$ cat src/rtl/parallel_rx_capture.sv
// Receive side of the 8-bit parallel link: synchronises PAR_CLK/PAR_FLAG/PAR_DATA into CLK
// and writes each captured byte into a frame buffer. Optional watchdog: PARRX_TIMEOUT_EN.
module parallel_rx_capture #(
  parameter int unsigned DATA_WIDTH     = 8,
  parameter int unsigned ADDR_WIDTH     = 12,
  parameter int unsigned MAX_BYTES      = 4096,
  parameter int unsigned TIMEOUT_CYCLES = 1024
) (
  input  logic                  CLK,
  input  logic                  RESET,
  input  logic                  PAR_CLK,
  input  logic                  PAR_FLAG,
  input  logic [DATA_WIDTH-1:0] PAR_DATA,
  input  logic                  ENABLE,
  output logic                  WR_EN,
  output logic [ADDR_WIDTH-1:0] WR_ADDR,
  output logic [DATA_WIDTH-1:0] WR_DATA,
  output logic                  BUSY,
  output logic                  FRAME_VALID,
  output logic [ADDR_WIDTH:0]   BYTE_COUNT,
`ifdef PARRX_TIMEOUT_EN
  output logic                  TIMEOUT,
`endif
  output logic                  OVERFLOW
);

  localparam int unsigned CNT_W = ADDR_WIDTH + 1;
  localparam logic [CNT_W-1:0] CNT_MAX = CNT_W'(MAX_BYTES);

  if (MAX_BYTES > (1 << ADDR_WIDTH) || TIMEOUT_CYCLES < 2) begin : g_param_check
    $error("parallel_rx_capture: MAX_BYTES exceeds buffer or TIMEOUT_CYCLES too small");
  end

  typedef enum logic [1:0] {S_IDLE, S_CAPTURE, S_DONE} state_t;

  state_t state, state_d;

  logic                  par_clk_s1, par_clk_s2, par_clk_s3;
  logic                  par_flag_s1, par_flag_s2, par_flag_s3;
  logic [DATA_WIDTH-1:0] par_data_s1, par_data_s2;
  logic [1:0]            prime;
  logic                  sync_ok, clk_rise, flag_rise, flag_fall;

  logic [CNT_W-1:0]      count, count_d;
  logic                  wr_en_d, frame_valid_d, overflow_d;
  logic [ADDR_WIDTH-1:0] wr_addr_d;
  logic [DATA_WIDTH-1:0] wr_data_d;
  logic [CNT_W-1:0]      byte_count_d;

`ifdef PARRX_TIMEOUT_EN
  localparam int unsigned WDOG_W = $clog2(TIMEOUT_CYCLES + 1);
  logic [WDOG_W-1:0] wdog, wdog_d;
  logic              timeout_d, clk_fall, clk_edge;
`endif

  // Synchroniser chains; prime gates edge detection until stage 3 holds a real sample,
  // so a flag already high across reset is not mistaken for a fresh frame start.
  always_ff @(posedge CLK or posedge RESET) begin
    if (RESET) begin
      par_clk_s1  <= 1'b0;
      par_clk_s2  <= 1'b0;
      par_clk_s3  <= 1'b0;
      par_flag_s1 <= 1'b0;
      par_flag_s2 <= 1'b0;
      par_flag_s3 <= 1'b0;
      par_data_s1 <= '0;
      par_data_s2 <= '0;
      prime       <= 2'd0;
    end else begin
      par_clk_s1  <= PAR_CLK;
      par_clk_s2  <= par_clk_s1;
      par_clk_s3  <= par_clk_s2;
      par_flag_s1 <= PAR_FLAG;
      par_flag_s2 <= par_flag_s1;
      par_flag_s3 <= par_flag_s2;
      par_data_s1 <= PAR_DATA;
      par_data_s2 <= par_data_s1;
      if (prime != 2'd3) prime <= prime + 2'd1;
    end
  end

  assign sync_ok   = (prime == 2'd3);
  assign clk_rise  = sync_ok &  par_clk_s2  & ~par_clk_s3;
  assign flag_rise = sync_ok &  par_flag_s2 & ~par_flag_s3;
  assign flag_fall = sync_ok & ~par_flag_s2 &  par_flag_s3;
`ifdef PARRX_TIMEOUT_EN
  assign clk_fall  = sync_ok & ~par_clk_s2  &  par_clk_s3;
  assign clk_edge  = clk_rise | clk_fall;
`endif

  always_ff @(posedge CLK or posedge RESET) begin
    if (RESET) begin
      state       <= S_IDLE;
      count       <= '0;
      WR_EN       <= 1'b0;
      WR_ADDR     <= '0;
      WR_DATA     <= '0;
      BUSY        <= 1'b0;
      FRAME_VALID <= 1'b0;
      BYTE_COUNT  <= '0;
      OVERFLOW    <= 1'b0;
`ifdef PARRX_TIMEOUT_EN
      wdog        <= '0;
      TIMEOUT     <= 1'b0;
`endif
    end else begin
      state       <= state_d;
      count       <= count_d;
      WR_EN       <= wr_en_d;
      WR_ADDR     <= wr_addr_d;
      WR_DATA     <= wr_data_d;
      BUSY        <= (state_d == S_CAPTURE);
      FRAME_VALID <= frame_valid_d;
      BYTE_COUNT  <= byte_count_d;
      OVERFLOW    <= overflow_d;
`ifdef PARRX_TIMEOUT_EN
      wdog        <= wdog_d;
      TIMEOUT     <= timeout_d;
`endif
    end
  end

  // Next state and next register values; FRAME_VALID is raised on the transition into DONE.
  always_comb begin
    state_d       = state;
    count_d       = count;
    wr_en_d       = 1'b0;
    wr_addr_d     = WR_ADDR;
    wr_data_d     = WR_DATA;
    frame_valid_d = 1'b0;
    byte_count_d  = BYTE_COUNT;
    overflow_d    = OVERFLOW;
`ifdef PARRX_TIMEOUT_EN
    wdog_d        = wdog;
    timeout_d     = TIMEOUT;
`endif
    case (state)
      S_IDLE: begin
        if (flag_rise && ENABLE) begin
          state_d    = S_CAPTURE;
          count_d    = '0;
          overflow_d = 1'b0;
`ifdef PARRX_TIMEOUT_EN
          wdog_d     = '0;
          timeout_d  = 1'b0;
`endif
        end
      end
      S_CAPTURE: begin
        // Stage 3 still holds the flag when its fall coincides with a clock rise.
        if (clk_rise && (par_flag_s2 || par_flag_s3)) begin
          if (count < CNT_MAX) begin
            wr_en_d   = 1'b1;
            wr_addr_d = ADDR_WIDTH'(count);
            wr_data_d = par_data_s2;
            count_d   = count + CNT_W'(1);
          end else begin
            overflow_d = 1'b1;
          end
        end
`ifdef PARRX_TIMEOUT_EN
        wdog_d = clk_edge ? '0 : wdog + WDOG_W'(1);
`endif
        if (flag_fall) begin
          state_d       = S_DONE;
          frame_valid_d = 1'b1;
          byte_count_d  = count_d;
        end
`ifdef PARRX_TIMEOUT_EN
        else if (!clk_edge && wdog == WDOG_W'(TIMEOUT_CYCLES - 1)) begin
          state_d       = S_DONE;
          frame_valid_d = 1'b1;
          byte_count_d  = count_d;
          timeout_d     = 1'b1;
        end
`endif
      end
      S_DONE:  state_d = S_IDLE;
      default: state_d = S_IDLE;
    endcase
  end

endmodule

$ cat config.mk
export PLATFORM = sky130hd
export DESIGN_NAME = parallel_rx_capture
export DESIGN_NICKNAME = d
export VERILOG_FILES = /design/src/rtl/parallel_rx_capture.sv
export SDC_FILE = /design/constraint.sdc
export NUM_CORES = 1
export LEC_CHECK = 0
export CAP_MARGIN = 20
export CORE_MARGIN = 2
export CORE_UTILIZATION = 30
export CTS_CLUSTER_SIZE = 28
export DETAILED_ROUTE_END_ITERATION = 12
export GPL_ROUTABILITY_DRIVEN = 0
export PLACE_DENSITY_LB_ADDON = 0.3
export SYNTH_ARGS = -nofsm -noshare
export SYNTH_HDL_FRONTEND = slang
export SYNTH_SLANG_ARGS = --single-unit
$ cat constraint.sdc
create_clock -name CLK -period 2.5 [get_ports CLK]
set_input_delay 0.5 -clock CLK [delete_from_list [all_inputs] [get_ports CLK]]
set_output_delay 0.5 -clock CLK [all_outputs]
set_load 0.03 [all_outputs]
==> metrics.cfg, run 1 <==
[floorplanning]
num_io_pins = 50
die_area_um2 = 10700
start_util = 0.307
die_x_um = 104
die_h_um = 104
rows = 36
core_area_um2 = 9680

[sta]
fin_worst_skew_ns = 0.0128
tightest_slew_ns = 0.624
hold_ws_ns = 0.356
grt_setup_unrepaired = false
post-route-min-period_ns = 2.13
hold_violations = 0
fin_setup_tns_ns = 0
finalSetupViolCount = 0
maxSlewViolCount = 0
max_freq_ghz = 0.469
slew_headroom = 0.584
fin_crit_sh = 0.853

[global_route]
use_met3 = 0.0491
grt_max_degree = 77
grt_pass1_vias = 2072
grt_pass1_wl_mm = 10.6
groute.layer.met1.usage = 0.166
busiest_layer = met2
grt_usage = 0.125
met2_usage = 0.187
antenna_found_initial = 0
overflow = 0

[cells_and_area]
final.fill_count = 945
drive_gt1_frac = 0.119
syn2layout_area_growth_pct = 29.7
n_antenna_cell = 0
multi_input_comb_area_um2 = 1000
stdcell_area_um2 = 3860
final_nets = 312
regArea_um2 = 1900

[drt]
drtIter0Drc = 95
drc = 0
firstDrtPassIters = 4
routed-via-count = 2026
routedWlPerCell_um = 14.4
avgViaCountPerCell = 4.66
wirelength_mm = 6.26
antenna_left = 0

[clock_network]
cts_hold_buf = 0
postCtsSetupRepairBufs = 0
cts_buffers = 9
cts_max_path_buffers = 2
clkLatencyLatePin_ns = 0.36
clock-sinks = 76
ctsHtreeMaxLevel = 3
cts.clk_slew.worst_paths_ns = 0.09
cts_tree = done
ctsResizeCount = 0
cts_root_buf = clkbuf_8

[placement]
dpl_cell_area_um2 = 3650
place_hpwl_mm = 4.27
port_buffers = 49

[power_and_ir_drop]
p_leak_nw = 1.66
power_density_nw_per_um2 = 1080
peakVddDrop_uv = 482

[setup_path]
slowest_stage = ha_1
worst_setup_path_end_kind = register
cp.required_ns = 2.74
crit_chain = ha_1, and4bb_2, nand3_2, buf_12, mux2_1
path_delay_family = simple AND/OR/NAND/NOR gates
cp_data_arrival_time_ns = 2.37
cp_num_buf_inv = 1
timing.rr.start = prime[0]
crit_path_start_kind = register
worst-path-max-fanout = 18
critPathLaunch = prime[0]
critPathMaxStageDelay_ns = 0.41
setup.worst_path.class = reg2reg

[worst_hold_path]
min-delay-start = par_flag_s1
min_path_type = reg2reg

[synthesis]
syn_area_um2 = 2980
synthTopCellsByArea = dfrtp_1 (64%), mux2_2 (3.8%), nand2_1 (3.7%), mux2_1 (3.0%), o21ai_0 (2.4%)
ys_seq_area_frac = 0.639
avgSynthCellArea_um2 = 12.3
post-synth-top-count-cell = dfrtp_1
synth_ff_type = dfrtp_1
synth_edf_count = 0
postSynthCellCount = 242
yosysTopAreaCell = dfrtp_1
synthTopCellsByCount = dfrtp_1 (76), nand2_1 (29), o21ai_0 (14), mux2_2 (10), nor2_1 (9)
ys_ff_latch = 76
synth.distinct_cells = 46
async_reset_ff_frac = 1.00
synth_top_area_share = 0.639
ys_warn_count = 0
syn_nets = 257

[job]
max_cap_violations = 0

[outcome]
outcome = finished clean

## layout by cell type (no fill, tap or decap), types with 3 or more instances in the layout
| cell type | n |
|---|---|
| mux2i_1 | 4 |
| inv_6 | 4 |
| nand3_1 | 8 |
| mux2_1 | 8 |
| o21ai_1 | 3 |
| nor4_1 | 3 |
| a31oi_1 | 5 |
| xor2_1 | 3 |
| a21oi_1 | 8 |
| inv_1 | 5 |
| buf_4 | 3 |
| clkbuf_8 | 9 |
| xnor2_1 | 6 |
| clkdlybuf4s50_1 | 49 |
| dfrtp_1 | 76 |
| o21ai_0 | 14 |
| mux2_2 | 10 |
| nand2_1 | 29 |
| nor2_1 | 9 |
| or3_1 | 4 |
## report_power, final
| group | internal (mW) | switching (mW) | leakage (nW) |
|---|---|---|---|
| Combinational | 0.612 | 0.823 | 0.593 |
| Clock | 0.489 | 0.521 | 0.109 |
| Sequential | 1.51 | 0.205 | 0.959 |
## final timing paths
check | to | slack [ns] | depth (start not counted)
worst max-delay path | WR_DATA[2] | 0.37 | 5
min in group asynchronous | WR_EN | 0.54 | 3
worst min register to register | par_flag_s2 | 0.36 | 0
worst max register to register | WR_DATA[2] | 0.37 | 5
worst min-delay path | par_flag_s2 | 0.36 | 0
max in group asynchronous | BYTE_COUNT[8] | 1.66 | 3
## state kept, by name (all words and copies together), names as in the netlist
signal / count
par_flag_s2: 1
WR_EN: 1
FRAME_VALID: 1
par_clk_s1: 1
par_data_s2: 8
par_flag_s3: 1
BYTE_COUNT: 13
prime: 2
WR_DATA: 8
par_clk_s3: 1
state: 2
OVERFLOW: 1
BUSY: 1
count: 13
par_data_s1: 8
par_flag_s1: 1
WR_ADDR: 12
par_clk_s2: 1
## metal layers
metal / part of all wire / vias to the layer above / wire [µm]
li1: - / 970 / -
met1: 0.47 / 993 / 2930
met2: 0.46 / 53 / 2900
met3: 0.055 / 10 / 346
met4: 0.013 / 0 / 81
met5: 0 / - / 0
## through the flow
step | instances | utilization | setup slack [ns] | power, mW
2_1_floorplan | 242 | - | 0.0617 | 2.56
3_3_place_gp | 419 | 0.377 | 0.392 | 3.17
3_5_place_dp | 419 | 0.377 | 0.352 | 3.19
5_1_grt | 435 | 0.399 | 0.0979 | 4.41
4_1_cts | 435 | 0.399 | 0.354 | 4.22
6_report | 435 | 0.399 | 0.369 | 4.16
## cell type report
| cell class | instances | share of cell area |
|---|---|---|
| multi-input cells | 149 | 0.260 |
| well taps | 133 | 0.0431 |
| clock inverters | 7 | 0.0227 |
| repair buffers | 54 | 0.143 |
| inverters | 7 | 0.00680 |
| clock buffers | 9 | 0.0321 |
| flip-flops and latches | 76 | 0.493 |
## logic make-up (layout without fill, tap and decap cells)
group                    Yosys count  in the layout  share of synthesized area
multiplexers                      22             22                     0.0815
AO/OA/AOI/OAI                     43             43                     0.0874
buffers and inverters             17             77                     0.0248
flip-flops                        76             76                      0.639
XOR/XNOR                           9              9                     0.0265
adder cells (fa/ha/maj)            2              2                    0.00840
AND/OR/NAND/NOR                   73             73                      0.133
(Power assumes the default switching activity.)
==> run 2, diff against run 1 <==
- CORE_UTILIZATION: 30 -> 47
- SKIP_LAST_GASP: not set -> 1
==> metrics.cfg, run 2 (synthesis gave the netlist of run 1 again) <==
[outcome]
outcome = finished clean  ; unchanged

[setup_path]
crit_chain = ha_1, nand4bb_4, or3_1, or3_1, a31oi_1  ; was ha_1, and4bb_2, nand3_2, buf_12, mux2_1
path_delay_family = simple AND/OR/NAND/NOR gates  ; unchanged
worst-path-max-fanout = 9  ; was 18
path_depth = 5  ; unchanged
r2r_end = BYTE_COUNT[11]  ; was WR_DATA[2]
worst_setup_path_end_kind = register  ; unchanged
setup.worst_path.class = reg2reg  ; unchanged
worst-r2r-setup-slack_ns = 0.42  ; was 0.37 ns
cpMostUsedCell = or3_1
timing.rr.start = prime[0]  ; unchanged
reg2regPathDepth = 5  ; unchanged
cp_num_buf_inv = 0  ; was 1
critPathMaxStageDelay_ns = 0.51  ; was 0.41 ns
slowest_stage = or3_1  ; was ha_1
crit_path_start_kind = register  ; unchanged
cp_data_arrival_time_ns = 2.33  ; was 2.37 ns
cp.required_ns = 2.76  ; was 2.74 ns

[placement]
place_hpwl_mm = 3.82  ; was 4.27 mm
port_buffers = 49  ; unchanged
pre_cts_slack_ns = 0.286  ; was 0.352 ns

[drt]
avgViaCountPerCell = 5.35  ; was 4.66
routed-via-count = 2023  ; was 2026
drtIter0Drc = 142  ; was 95
wirelength_mm = 5.60  ; was 6.26 mm
firstDrtPassIters = 4  ; unchanged
antenna_left = 0  ; unchanged
drc = 0  ; unchanged
routedWlPerCell_um = 14.8  ; was 14.4 µm

[worst_hold_path]
min_path_cells = 0  ; unchanged
min-delay-start = par_data_s1[7]  ; was par_flag_s1
min_path_type = reg2reg  ; unchanged
hold_end = par_data_s2[7]  ; was par_flag_s2

[clock_network]
clkLatencyLatePin_ns = 0.34  ; was 0.36 ns
cts_hold_buf = 0  ; unchanged
cts_root_buf = clkbuf_8  ; unchanged
postCtsSetupRepairBufs = 0  ; unchanged
cts.clk_slew.worst_paths_ns = 0.07  ; was 0.09 ns
cts_tree = done  ; unchanged
clock-sinks = 76  ; unchanged
cts_max_path_buffers = 2  ; unchanged
cts_buffers = 9  ; unchanged
ctsHtreeMaxLevel = 3  ; unchanged
ctsResizeCount = 0  ; unchanged

[floorplanning]
num_io_pins = 50  ; unchanged
rows = 29  ; was 36
die_x_um = 83.6  ; was 104 µm
start_util = 0.477  ; was 0.307
die_h_um = 83.6  ; was 104 µm
core_area_um2 = 6240  ; was 9680 µm²
die_area_um2 = 6990  ; was 10700 µm²

[cells_and_area]
syn2layout_area_growth_pct = 27.4  ; was 29.7%
n_antenna_cell = 0  ; unchanged
drive_gt1_frac = 0.116  ; was 0.119
final_cell_mix = dfrtp_1 (76), clkdlybuf4s50_1 (49), nand2_1 (29)  ; unchanged
layout_commonest_cell = dfrtp_1  ; unchanged
reg_top3 = BYTE_COUNT x13, count x13, WR_ADDR x12  ; unchanged
final_nets = 311  ; was 312

[sta]
finalSetupViolCount = 0  ; unchanged
slew_headroom = 0.612  ; was 0.584
fin_setup_tns_ns = 0  ; unchanged
grt_setup_unrepaired = false  ; unchanged
tightest_slew_ns = 0.582  ; was 0.624 ns
post-route-min-period_ns = 2.08  ; was 2.13 ns
maxSlewViolCount = 0  ; unchanged
max_freq_ghz = 0.482  ; was 0.469 GHz
fin_worst_skew_ns = 0.00773  ; was 0.0128 ns
setup_ws_ns = 0.424  ; was 0.369 ns
fin_crit_sh = 0.830  ; was 0.853
hold_violations = 0  ; unchanged

[job]
max_cap_violations = 0  ; unchanged

[global_route]
grt_usage = 0.176  ; was 0.125
overflow = 0  ; unchanged
antenna_found_initial = 0  ; unchanged
grt_max_degree = 77  ; unchanged
grt_pass1_vias = 2017  ; was 2072
grt_pass1_wl_mm = 9.58  ; was 10.6 mm

[power_and_ir_drop]
p_leak_nw = 1.66  ; about the same
power_density_nw_per_um2 = 1090  ; was 1080 nW/µm²
peakVddDrop_uv = 543  ; was 482 µV

-- run 2: cell count changes in the layout (fill, tap and decap cells not counted) --
cell / delta
clkbuf_8: +4
inv_6: -4
inv_8: -2
buf_4: -1
clkinv_2: +1
clkinvlp_4: +1
-- run 2: layer usage --
metal	track usage	share of wire	vias up
met3	0.0465	0.055	9
met5	0	0	-
li1	-	-	956
met4	0.0938	0.015	0
met2	0.261	0.48	56
met1	0.237	0.45	1002
-- run 2: worst reg2reg max path, delay by kind of cell (launching register included) --
kind | cells | cell delay [ns]
and+or+nand+nor | 3 | 1.05
adders and majority gates | 1 | 0.39
DFF | 1 | 0.38
AOI/OAI and AO/OA | 1 | 0.19
-- run 2: stage by stage --
step	utilization	hold slack [ns]	instances	power [mW]	cell area (µm²)
after global routing	0.608	0.370	378	4.36	3790
after detailed placement	0.572	0.336	362	3.17	3570
after floorplan	-	0.331	242	2.56	2980
after global placement	0.572	0.332	362	3.14	3570
final	0.608	0.351	378	4.13	3790
after CTS	0.608	0.353	378	4.18	3790
-- run 2: area by class of cell --
type | instances | area (µm²)
fill | 520 | 2450
sequential | 76 | 1900
multi-input combinational | 149 | 1000
timing repair buffer | 53 | 546
clock buffer | 13 | 179
tap | 77 | 96.3
clock inverter | 3 | 42.5
inverter | 7 | 26.3
-- run 2: how the worst max path moves through the flow --
stage / from / to / slack [ns]
6_report: prime[0] / BYTE_COUNT[11] / 0.42
3_5_place_dp: ENABLE / count[6] / 0.29
3_3_place_gp: ENABLE / count[6] / 0.33
2_1_floorplan: RESET / BUSY / 0.06
4_1_cts: prime[0] / BYTE_COUNT[11] / 0.40
5_1_grt: prime[0] / count[9] / 0.27
-- run 2: where the power goes --
part	internal [mW]	total, mW	leakage, nW	switching (mW)
registers	1.51	1.72	0.959	0.204
logic	0.611	1.42	0.588	0.810
clock network	0.569	0.997	0.112	0.428
total	2.69	4.13	1.66	1.44
==> run 3, diff against run 2 <==
- CORE_UTILIZATION: 47 -> 52
- clock period: 2.5 -> 2.1 ns (I/O delays scaled with it)
==> metrics.cfg, run 3 (synthesis gave the netlist of run 1 again) <==
[floorplanning]
die_x_um = 79.7  ; was 83.6 µm
die_area_um2 = 6350  ; was 6990 µm²
die_h_um = 79.7  ; was 83.6 µm
num_io_pins = 50  ; unchanged
rows = 27  ; was 29
core_area_um2 = 5510  ; was 6240 µm²
start_util = 0.541  ; was 0.477

[sta]
setup_ws_ns = 0.199  ; was 0.424 ns
fin_worst_skew_ns = 0.00738  ; was 0.00773 ns
finalSetupViolCount = 0  ; unchanged
tightest_slew_ns = 0.510  ; was 0.582 ns
hold_ws_ns = 0.352  ; was 0.351 ns
slew_headroom = 0.659  ; was 0.612
post-route-min-period_ns = 1.90  ; was 2.08 ns
grt_setup_unrepaired = false  ; unchanged
hold_violations = 0  ; unchanged
fin_crit_sh = 0.905  ; was 0.830
maxSlewViolCount = 0  ; unchanged
fin_setup_tns_ns = 0  ; unchanged
max_freq_ghz = 0.526  ; was 0.482 GHz

[power_and_ir_drop]
switching_share = 0.359  ; was 0.349
intPower_mw = 3.01  ; was 2.69 mW
clockPowerShare = 0.199  ; was 0.241
total_power_mw = 4.69  ; was 4.13 mW
power_density_nw_per_um2 = 1250  ; was 1090 nW/µm²
p_switching_mw = 1.68  ; was 1.44 mW
p_leak_nw = 1.64  ; was 1.66 nW
p_seq_frac = 0.430  ; was 0.415
peakVddDrop_uv = 566  ; was 543 µV
power_frac_comb = 0.370  ; was 0.344

[global_route]
grt_pass1_wl_mm = 9.58  ; about the same
antenna_found_initial = 0  ; unchanged
grt_pass1_vias = 2076  ; was 2017
overflow = 0  ; unchanged
grt_max_degree = 77  ; unchanged
grt_usage = 0.201  ; was 0.176

[drt]
antenna_left = 0  ; unchanged
routedWlPerCell_um = 14.8  ; about the same
wirelength_mm = 5.59  ; was 5.60 mm
routed-via-count = 2076  ; was 2023
drc = 0  ; unchanged
firstDrtPassIters = 4  ; unchanged
drtIter0Drc = 204  ; was 142
avgViaCountPerCell = 5.49  ; was 5.35

[cells_and_area]
multi_input_comb_area_um2 = 1000  ; about the same
final_nets = 316  ; was 311
syn2layout_area_growth_pct = 26.3  ; was 27.4%
drive_gt1_frac = 0.121  ; was 0.116
layout_commonest_cell = dfrtp_1  ; unchanged
final_cells = 378  ; unchanged
final_cell_mix = dfrtp_1 (76), clkdlybuf4s50_1 (49), nand2_1 (29)  ; unchanged
n_antenna_cell = 0  ; unchanged
final.fill_count = 409  ; was 520
regArea_um2 = 1900  ; unchanged
reg_top3 = BYTE_COUNT x13, count x13, WR_ADDR x12  ; unchanged

[clock_network]
ctsHtreeMaxLevel = 3  ; unchanged
cts_tree = done  ; unchanged
clock-sinks = 76  ; unchanged
cts_max_path_buffers = 2  ; unchanged
cts_root_buf = clkbuf_8  ; unchanged
cts.clk_slew.worst_paths_ns = 0.07  ; about the same
clkLatencyLatePin_ns = 0.34  ; about the same
cts_buffers = 9  ; unchanged
cts_hold_buf = 0  ; unchanged

[placement]
pre_cts_slack_ns = 0.128  ; was 0.286 ns
port_buffers = 49  ; unchanged
place_hpwl_mm = 3.97  ; was 3.82 mm
placedCellCount = 362  ; unchanged

[setup_path]
reg2regPathDepth = 5  ; unchanged
setup.worst_path.class = reg2reg  ; unchanged
cp.required_ns = 2.36  ; was 2.76 ns
worst_setup_path_end_kind = register  ; unchanged
worst-path-max-fanout = 9  ; unchanged
cp_data_arrival_time_ns = 2.16  ; was 2.33 ns
crit_path_start_kind = register  ; unchanged

[job]
max_cap_violations = 0  ; unchanged

[outcome]
outcome = finished clean  ; unchanged

[worst_hold_path]
min_path_type = reg2reg  ; unchanged
min_path_cells = 0  ; unchanged

run 3: power groups by stage:
stage	registers, mW	clock network (mW)	logic (mW)
2_1_floorplan	2.55	0	0.499
5_1_grt	2.07	1.02	1.87
4_1_cts	2.02	0.960	1.75
3_5_place_dp	2.05	0	1.75
6_report	2.02	0.934	1.74
3_3_place_gp	2.03	0	1.72
run 3: per-stage QoR:
stage               utilization  instance area (µm²)
floorplan                     -                 2980
global placement          0.653                 3590
detailed placement        0.653                 3590
CTS                       0.682                 3760
global route              0.683                 3760
finish                    0.683                 3760
run 3: worst max-delay path, cell delays in order, from the launching register on:
cell and delay (ns):
dfrtp_1 0.38, ha_2 0.27, nand4bb_4 0.15, or3_1 0.51
or3_1 0.35, a31oi_1 0.16
run 3: repair_timing:
item	in CTS	in global routing
setup endpoints to repair	0	1
endpoints found under the hold margin	0	0
gates resized for setup	0	1
setup buffers	0	0
run 3: worst paths after layout:
kind | from | to | slack [ns]
worst max-delay path | prime[0] | BYTE_COUNT[9] | 0.20
worst min-delay path | par_data_s1[7] | par_data_s2[7] | 0.35
worst max register to register | prime[0] | BYTE_COUNT[9] | 0.20
worst min register to register | par_data_s1[7] | par_data_s2[7] | 0.35
max in group asynchronous | RESET | WR_ADDR[11] | 1.25
min in group asynchronous | RESET | par_data_s1[0] | 0.53
run 3: cell type report:
cell class	count	share of cell area
well taps	72	0.0240
inverters	7	0.00799
repair buffers	58	0.152
flip-flops and latches	76	0.506
clock buffers	14	0.0406
multi-input cells	149	0.267
clock inverters	2	0.00266
run 3: layer usage:
| layer | global-route usage | wire, µm | vias to the layer above |
|---|---|---|---|
| met5 | 0 | 0 | - |
| met4 | 0.131 | 125 | 0 |
| met3 | 0.0441 | 352 | 18 |
| met2 | 0.300 | 2660 | 75 |
| met1 | 0.265 | 2450 | 1014 |
| li1 | - | - | 969 |
